[src/rtl/alu_pkg.sv]
// Shared definitions for the ALU command sequencer: function codes,
// FSM state encodings and flag bit positions.
package alu_pkg;

  localparam logic [3:0] FUN_ADD  = 4'd0;
  localparam logic [3:0] FUN_SUB  = 4'd1;
  localparam logic [3:0] FUN_MUL  = 4'd2;
  localparam logic [3:0] FUN_DIV  = 4'd3;
  localparam logic [3:0] FUN_AND  = 4'd4;
  localparam logic [3:0] FUN_OR   = 4'd5;
  localparam logic [3:0] FUN_NAND = 4'd6;
  localparam logic [3:0] FUN_NOR  = 4'd7;
  localparam logic [3:0] FUN_XOR  = 4'd8;
  localparam logic [3:0] FUN_XNOR = 4'd9;
  localparam logic [3:0] FUN_EQ   = 4'd10;
  localparam logic [3:0] FUN_GT   = 4'd11;
  localparam logic [3:0] FUN_LT   = 4'd12;
  localparam logic [3:0] FUN_SHR  = 4'd13;
  localparam logic [3:0] FUN_SHL  = 4'd14;
  localparam logic [3:0] FUN_NOP  = 4'd15;

  localparam logic [1:0] ST_IDLE  = 2'd0;
  localparam logic [1:0] ST_ISSUE = 2'd1;
  localparam logic [1:0] ST_WAIT  = 2'd2;
  localparam logic [1:0] ST_RESP  = 2'd3;

  // Bit positions inside the {Arith,Logic,CMP,Shift} flag vector
  localparam int FLAG_ARITH = 3;
  localparam int FLAG_LOGIC = 2;
  localparam int FLAG_CMP   = 1;
  localparam int FLAG_SHIFT = 0;

  // Commands the ALU must never see: the NOP code and divide by zero
  function automatic logic cmd_is_illegal(input logic [3:0] fun, input logic b_zero);
    return (fun == FUN_NOP) || ((fun == FUN_DIV) && b_zero);
  endfunction

endpackage

[src/rtl/alu_cmd_fifo.sv]
// Synchronous command FIFO with occupancy count; pointers wrap modulo DEPTH,
// which must be a power of two.
module alu_cmd_fifo #(
  parameter int WIDTH = 40,
  parameter int DEPTH = 4,
  localparam int AW = $clog2(DEPTH),
  localparam int CW = AW + 1
) (
  input  logic             CLK,
  input  logic             RST,
  input  logic             push,
  input  logic [WIDTH-1:0] wr_data,
  input  logic             pop,
  output logic [WIDTH-1:0] rd_data,
  output logic             full,
  output logic             empty,
  output logic [CW-1:0]    count
);

  logic [WIDTH-1:0] mem [DEPTH];
  logic [AW-1:0]    wr_ptr;
  logic [AW-1:0]    rd_ptr;
  logic             do_push;
  logic             do_pop;

  assign full    = (count == CW'(DEPTH));
  assign empty   = (count == '0);
  assign do_push = push && !full;
  assign do_pop  = pop && !empty;
  assign rd_data = mem[rd_ptr];

  always_ff @(posedge CLK) begin
    if (do_push) mem[wr_ptr] <= wr_data;
  end

  always_ff @(posedge CLK) begin
    if (RST) begin
      wr_ptr <= '0;
      rd_ptr <= '0;
      count  <= '0;
    end else begin
      if (do_push) wr_ptr <= wr_ptr + 1'b1;
      if (do_pop)  rd_ptr <= rd_ptr + 1'b1;
      if (do_push && !do_pop)      count <= count + 1'b1;
      else if (!do_push && do_pop) count <= count - 1'b1;
    end
  end

endmodule

[src/rtl/alu_cmd_seq.sv]
// Command sequencer in front of the registered ALU: queues requests, issues
// them one at a time and returns tagged results in acceptance order.
//
//   state | meaning
//   IDLE  | pop FIFO head; screen illegal ops straight to RESP
//   ISSUE | operands on ALU inputs, ALU registers result this cycle
//   WAIT  | alu_out valid, capture into response registers
//   RESP  | rsp_valid high until consumer handshake
module alu_cmd_seq
  import alu_pkg::*;
#(
  parameter int IN_DATA_WIDTH  = 16,
  parameter int OUT_DATA_WIDTH = 32,
  parameter int DEPTH          = 4,
  parameter int TAG_WIDTH      = 4
) (
  input  logic                      CLK,
  input  logic                      RST,
  input  logic                      cmd_valid,
  output logic                      cmd_ready,
  input  logic [IN_DATA_WIDTH-1:0]  cmd_a,
  input  logic [IN_DATA_WIDTH-1:0]  cmd_b,
  input  logic [3:0]                cmd_fun,
  input  logic [TAG_WIDTH-1:0]      cmd_tag,
  output logic [IN_DATA_WIDTH-1:0]  alu_a,
  output logic [IN_DATA_WIDTH-1:0]  alu_b,
  output logic [3:0]                alu_fun,
  input  logic [OUT_DATA_WIDTH-1:0] alu_out,
  input  logic [3:0]                alu_flags,
  output logic                      rsp_valid,
  input  logic                      rsp_ready,
  output logic [OUT_DATA_WIDTH-1:0] rsp_data,
  output logic [TAG_WIDTH-1:0]      rsp_tag,
  output logic [3:0]                rsp_flags,
  output logic                      rsp_err,
  output logic                      busy
);

  localparam int FW    = 2*IN_DATA_WIDTH + 4 + TAG_WIDTH;
  localparam int CNT_W = $clog2(DEPTH) + 1;

  logic [1:0]               state;
  logic [FW-1:0]            head;
  logic                     full;
  logic                     empty;
  logic [CNT_W-1:0]         count;
  logic                     pop;
  logic [IN_DATA_WIDTH-1:0] head_a;
  logic [IN_DATA_WIDTH-1:0] head_b;
  logic [3:0]               head_fun;
  logic [TAG_WIDTH-1:0]     head_tag;
  logic [TAG_WIDTH-1:0]     tag_hold;
  logic [3:0]               flags_hold;

  alu_cmd_fifo #(.WIDTH(FW), .DEPTH(DEPTH)) u_fifo (
    .CLK     (CLK),
    .RST     (RST),
    .push    (cmd_valid && cmd_ready),
    .wr_data ({cmd_a, cmd_b, cmd_fun, cmd_tag}),
    .pop     (pop),
    .rd_data (head),
    .full    (full),
    .empty   (empty),
    .count   (count)
  );

  assign head_a   = head[FW-1 -: IN_DATA_WIDTH];
  assign head_b   = head[FW-1-IN_DATA_WIDTH -: IN_DATA_WIDTH];
  assign head_fun = head[TAG_WIDTH +: 4];
  assign head_tag = head[TAG_WIDTH-1:0];

  assign cmd_ready = !full;
  assign pop       = (state == ST_IDLE) && !empty;
  assign rsp_valid = (state == ST_RESP);
  assign busy      = (count != '0) || (state != ST_IDLE);

  always_ff @(posedge CLK) begin
    if (RST) begin
      state      <= ST_IDLE;
      alu_a      <= '0;
      alu_b      <= '0;
      alu_fun    <= FUN_NOP;
      tag_hold   <= '0;
      flags_hold <= '0;
      rsp_data   <= '0;
      rsp_tag    <= '0;
      rsp_flags  <= '0;
      rsp_err    <= 1'b0;
    end else begin
      case (state)
        ST_IDLE: begin
          if (!empty) begin
            if (cmd_is_illegal(head_fun, head_b == '0)) begin
              rsp_err   <= 1'b1;
              rsp_data  <= '0;
              rsp_flags <= '0;
              rsp_tag   <= head_tag;
              state     <= ST_RESP;
            end else begin
              alu_a    <= head_a;
              alu_b    <= head_b;
              alu_fun  <= head_fun;
              tag_hold <= head_tag;
              state    <= ST_ISSUE;
            end
          end
        end
        ST_ISSUE: begin
          flags_hold <= alu_flags;
          state      <= ST_WAIT;
        end
        ST_WAIT: begin
          rsp_data  <= alu_out;
          rsp_err   <= 1'b0;
          rsp_flags <= flags_hold;
          rsp_tag   <= tag_hold;
          // Park the ALU on NOP; operands keep their last value
          alu_fun   <= FUN_NOP;
          state     <= ST_RESP;
        end
        ST_RESP: begin
          if (rsp_ready) state <= ST_IDLE;
        end
        default: state <= ST_IDLE;
      endcase
    end
  end

endmodule

[config.mk]
export PLATFORM = sky130hd
export DESIGN_NAME = alu_cmd_seq
export DESIGN_NICKNAME = d
export VERILOG_FILES = /design/src/rtl/alu_pkg.sv /design/src/rtl/alu_cmd_fifo.sv /design/src/rtl/alu_cmd_seq.sv
export SDC_FILE = /design/constraint.sdc
export NUM_CORES = 1
export LEC_CHECK = 0
export CORE_MARGIN = 1
export CORE_UTILIZATION = 30
export DETAILED_ROUTE_END_ITERATION = 7
export GPL_ROUTABILITY_DRIVEN = 1
export MAX_ROUTING_LAYER = met4
export PLACE_DENSITY_LB_ADDON = 0.15
export SLEW_MARGIN = 20
export SYNTH_ARGS = -nofsm -noshare
export SYNTH_HDL_FRONTEND = slang
export SYNTH_SLANG_ARGS = --single-unit
export TNS_END_PERCENT = 30
[constraint.sdc]
create_clock -name CLK -period 3.8 [get_ports CLK]
set_input_delay 0.76 -clock CLK [delete_from_list [all_inputs] [get_ports CLK]]
set_output_delay 0.76 -clock CLK [all_outputs]
set_load 0.01 [all_outputs]
==> summary.txt <==
Drt
  – Routed Antenna Nets: 0
  – Uppermost layer routed: met4
  – Residual DRC: 0
  – Met2 WL: 10.5 mm
  – Post-Route WL: 23.3 mm
  – Via/cell ratio: 4.62
  – 1st-iter DRT viols: 394
  – Routed wire length per instance: 17.9 microns
  – Routed length on met1: 10.8 mm
  – Met3 WL: 1.52 mm
  – DR vias: 6016
  – First-pass iteration count of the detailed router: 4

Layout
  – Commonest non-fill, non-tap cell in the layout: edfxtp_1
  – Post-route cell area: 13200 sq um
  – Most frequent cells in the layout: 160 x edfxtp_1, 159 x clkdlybuf4s50_1, 94 x dfxtp_1
  – # nets final: 925
  – Area Growth Syn to Fin: 30.3%
  – Layout fillers: 3144
  – Area of the multi-input gates: 3120 sq um
  – Register Area: 6730 sq um
  – Fraction of layout cells with a size suffix above 1: 13.2%
  – Final core occ: 40.2%
  – Post-route insts no fill: 1302

Clock network
  – CTS tree: done
  – Clock-pin transition on the worst setup and hold timing paths: 0.06 ns
  – Root Driver: clkbuf_16
  – H-tree depth: 1
  – Clock buffer depth: 3
  – Hold_buf cts: 0
  – Clk sinks: 256
  – Worst-Skew Late Latency: 0.56 ns
  – Post_cts resized: 0
  – Setup Fix Bufs, Post-CTS: 0
  – CTS buffer count: 29

Placement
  – Post-DP HPWL: 14.9 mm
  – Post-DP Area: 12300 sq um
  – DP Cell Count: 1245
  – Pre-CTS WS: 0.650 ns
  – Port bufs: 159
  – Placer Congestion: 0.671

Global route
  – GRT overflow: 0
  – Number of global-route vias before repair: 6216
  – Antenna violations before repair: 3
  – First-pass GRT wire length: 35.9 mm
  – Largest net degree at the start of global routing: 65
  – GR Util All Layers: 14.0%

Synthesis
  – Post-synth EDFFs: 160
  – Yosys warning count: 0
  – Mapped Area: 10100 sq um
  – Mapped Avg Cell Area: 15.0 sq um
  – Synth cell types: 43
  – Most used DFF post-synth: edfxtp_1
  – Synth Register Bits: 256
  – Async set-reset flop share out of synthesis: 0%
  – Gate Count Post-Synth: 674
  – Seq/Total Area, Yosys: 66.3%
  – Syn nets: 765

Floorplanning
  – Initial Util: 30.9%
  – Die height: 186 microns
  – Core Region: 32900 sq um
  – Row cnt: 66
  – Top-Level Pins: 160
  – Die area: 34500 sq um
  – Chip Width: 186 microns

Worst hold path
  – Start point of the worst hold path: rsp_flags[1]
  – HP Class: reg2reg
  – Hold depth: 2
  – Worst Hold Endpoint: rsp_flags[1]

STA
  – F_max: 0.318 GHz
  – Final worst slack: 0.651 ns
  – Least-Margin Pin Slew: 0.630 ns
  – Final Cycle Share: 82.9%
  – Tmin final: 3.15 ns
  – Hold Vio Cnt, Final: 0
  – Hold WS: 0.456 ns
  – Rel. slew slack: 58.0%
  – Final setup TNS: 0 ns
  – Final Setup Violations: 0
  – Final Skew: 0.0164 ns
  – Max Slew Vio Count: 0
  – RSZ-0062 raised after global routing: no

Setup path
  – Reg2reg end: rsp_data[28]
  – Crit. End Element: register
  – CP Data Required Time: 4.29 ns
  – Max Fanout on Critical Path: 36
  – Worst R2R Path Depth: 7
  – Crit path launch type: register
  – Worst path arrival time: 3.64 ns
  – FF-to-FF setup slack: 0.65 ns
  – Setup CP Type: reg2reg

Power and ir drop
  – Cell Pwr Density: 652 nW/um^2
  – Max IR drop VDD: 0.000403 V
  – Lkg Pwr: 4.64 nW
  – Power, Total: 8.62 mW

Run status
  – Status: completed

Flow run
  – Max Cap Viol: 0
-- cell families after synthesis --
| family | after synthesis | share of synthesized area [%] |
|---|---|---|
| simple gates | 193 | 9.46 |
| flops | 256 | 66.3 |
| compound gates | 56 | 5.27 |
| fa+ha+maj | 11 | 1.43 |
| buf+inv | 63 | 3.06 |
| xor+xnor | 5 | 0.432 |
| mux | 90 | 14.0 |
-- synth_stat cells, types with 2 or more instances --
library cell	number	area share, %
xor2_1	3	0.26
and3_1	37	2.3
buf_2	5	0.25
edfxtp_1	160	47
mux4_2	35	7.8
nor2_1	22	0.81
nand2_1	77	2.9
nand3_1	2	0.099
mux4_1	5	1.3
a32o_1	32	3.2
o32ai_1	4	0.35
o21ai_0	3	0.15
buf_4	2	0.15
buf_6	8	0.89
ha_1	10	1.2
nor4_1	3	0.19
inv_1	15	0.56
buf_1	3	0.11
nor3_1	10	0.49
a21oi_1	5	0.25
a221oi_2	4	0.59
nor2b_1	2	0.12
xnor2_1	2	0.17
dfxtp_1	96	19
mux2i_1	50	4.9
clkbuf_1	30	1.1
and2_1	33	2.0
-- sequential cells by signal, summed over array words and instances (netlist names), 2 cells and up, named ones only --
signal / count
tag_hold: 4
flags_hold: 4
u_fifo.mem: 160
alu_fun: 4
alu_b: 16
u_fifo.count: 3
alu_a: 16
rsp_flags: 4
rsp_tag: 4
state: 2
u_fifo.wr_ptr: 2
rsp_data: 32
u_fifo.rd_ptr: 2
-- layer usage --
| layer | up-vias | track usage (%) |
|---|---|---|
| met5 | - | - |
| met4 | 0 | 3.38 |
| met3 | 36 | 3.37 |
| met2 | 155 | 22.2 |
| met1 | 2953 | 18.0 |
| li1 | 2872 | - |
-- power breakdown --
group	internal [mW]	total, mW	leakage [nW]	switching, mW
Sequential	3.39	3.62	2.25	0.237
Combinational	1.12	2.24	1.95	1.11
Clock	1.64	2.76	0.442	1.12
-- area by class of cell --
| cell class | instances | share of cell area, % |
|---|---|---|
| inverters | 15 | 0.445 |
| clock buffers | 38 | 5.82 |
| multi-input cells | 355 | 23.6 |
| clock inverters | 16 | 1.40 |
| repair buffers | 177 | 13.5 |
| diodes | 3 | 0.0568 |
| well taps | 442 | 4.19 |
| flip-flops and latches | 256 | 50.9 |
-- worst max path at each step --
stage / from / endpoint / slack (ns)
3_3_place_gp: register / rsp_data[22] / 0.64
6_report: register / rsp_data[28] / 0.65
2_1_floorplan: register / rsp_data[10] / 1.06
4_1_cts: register / rsp_data[15] / 0.63
3_5_place_dp: register / rsp_data[15] / 0.65
5_1_grt: register / rsp_data[5] / 0.40
-- critical path: stages, from the launching register on --
cell      delay [ns]
dfxtp_4         0.48
buf_12          0.30
mux4_2          0.55
nor4_1          0.45
nand3_1         0.36
o211ai_4        0.25
buf_4           0.41
a32o_1          0.24
No activity file was read; power rests on OpenSTA's default activity.
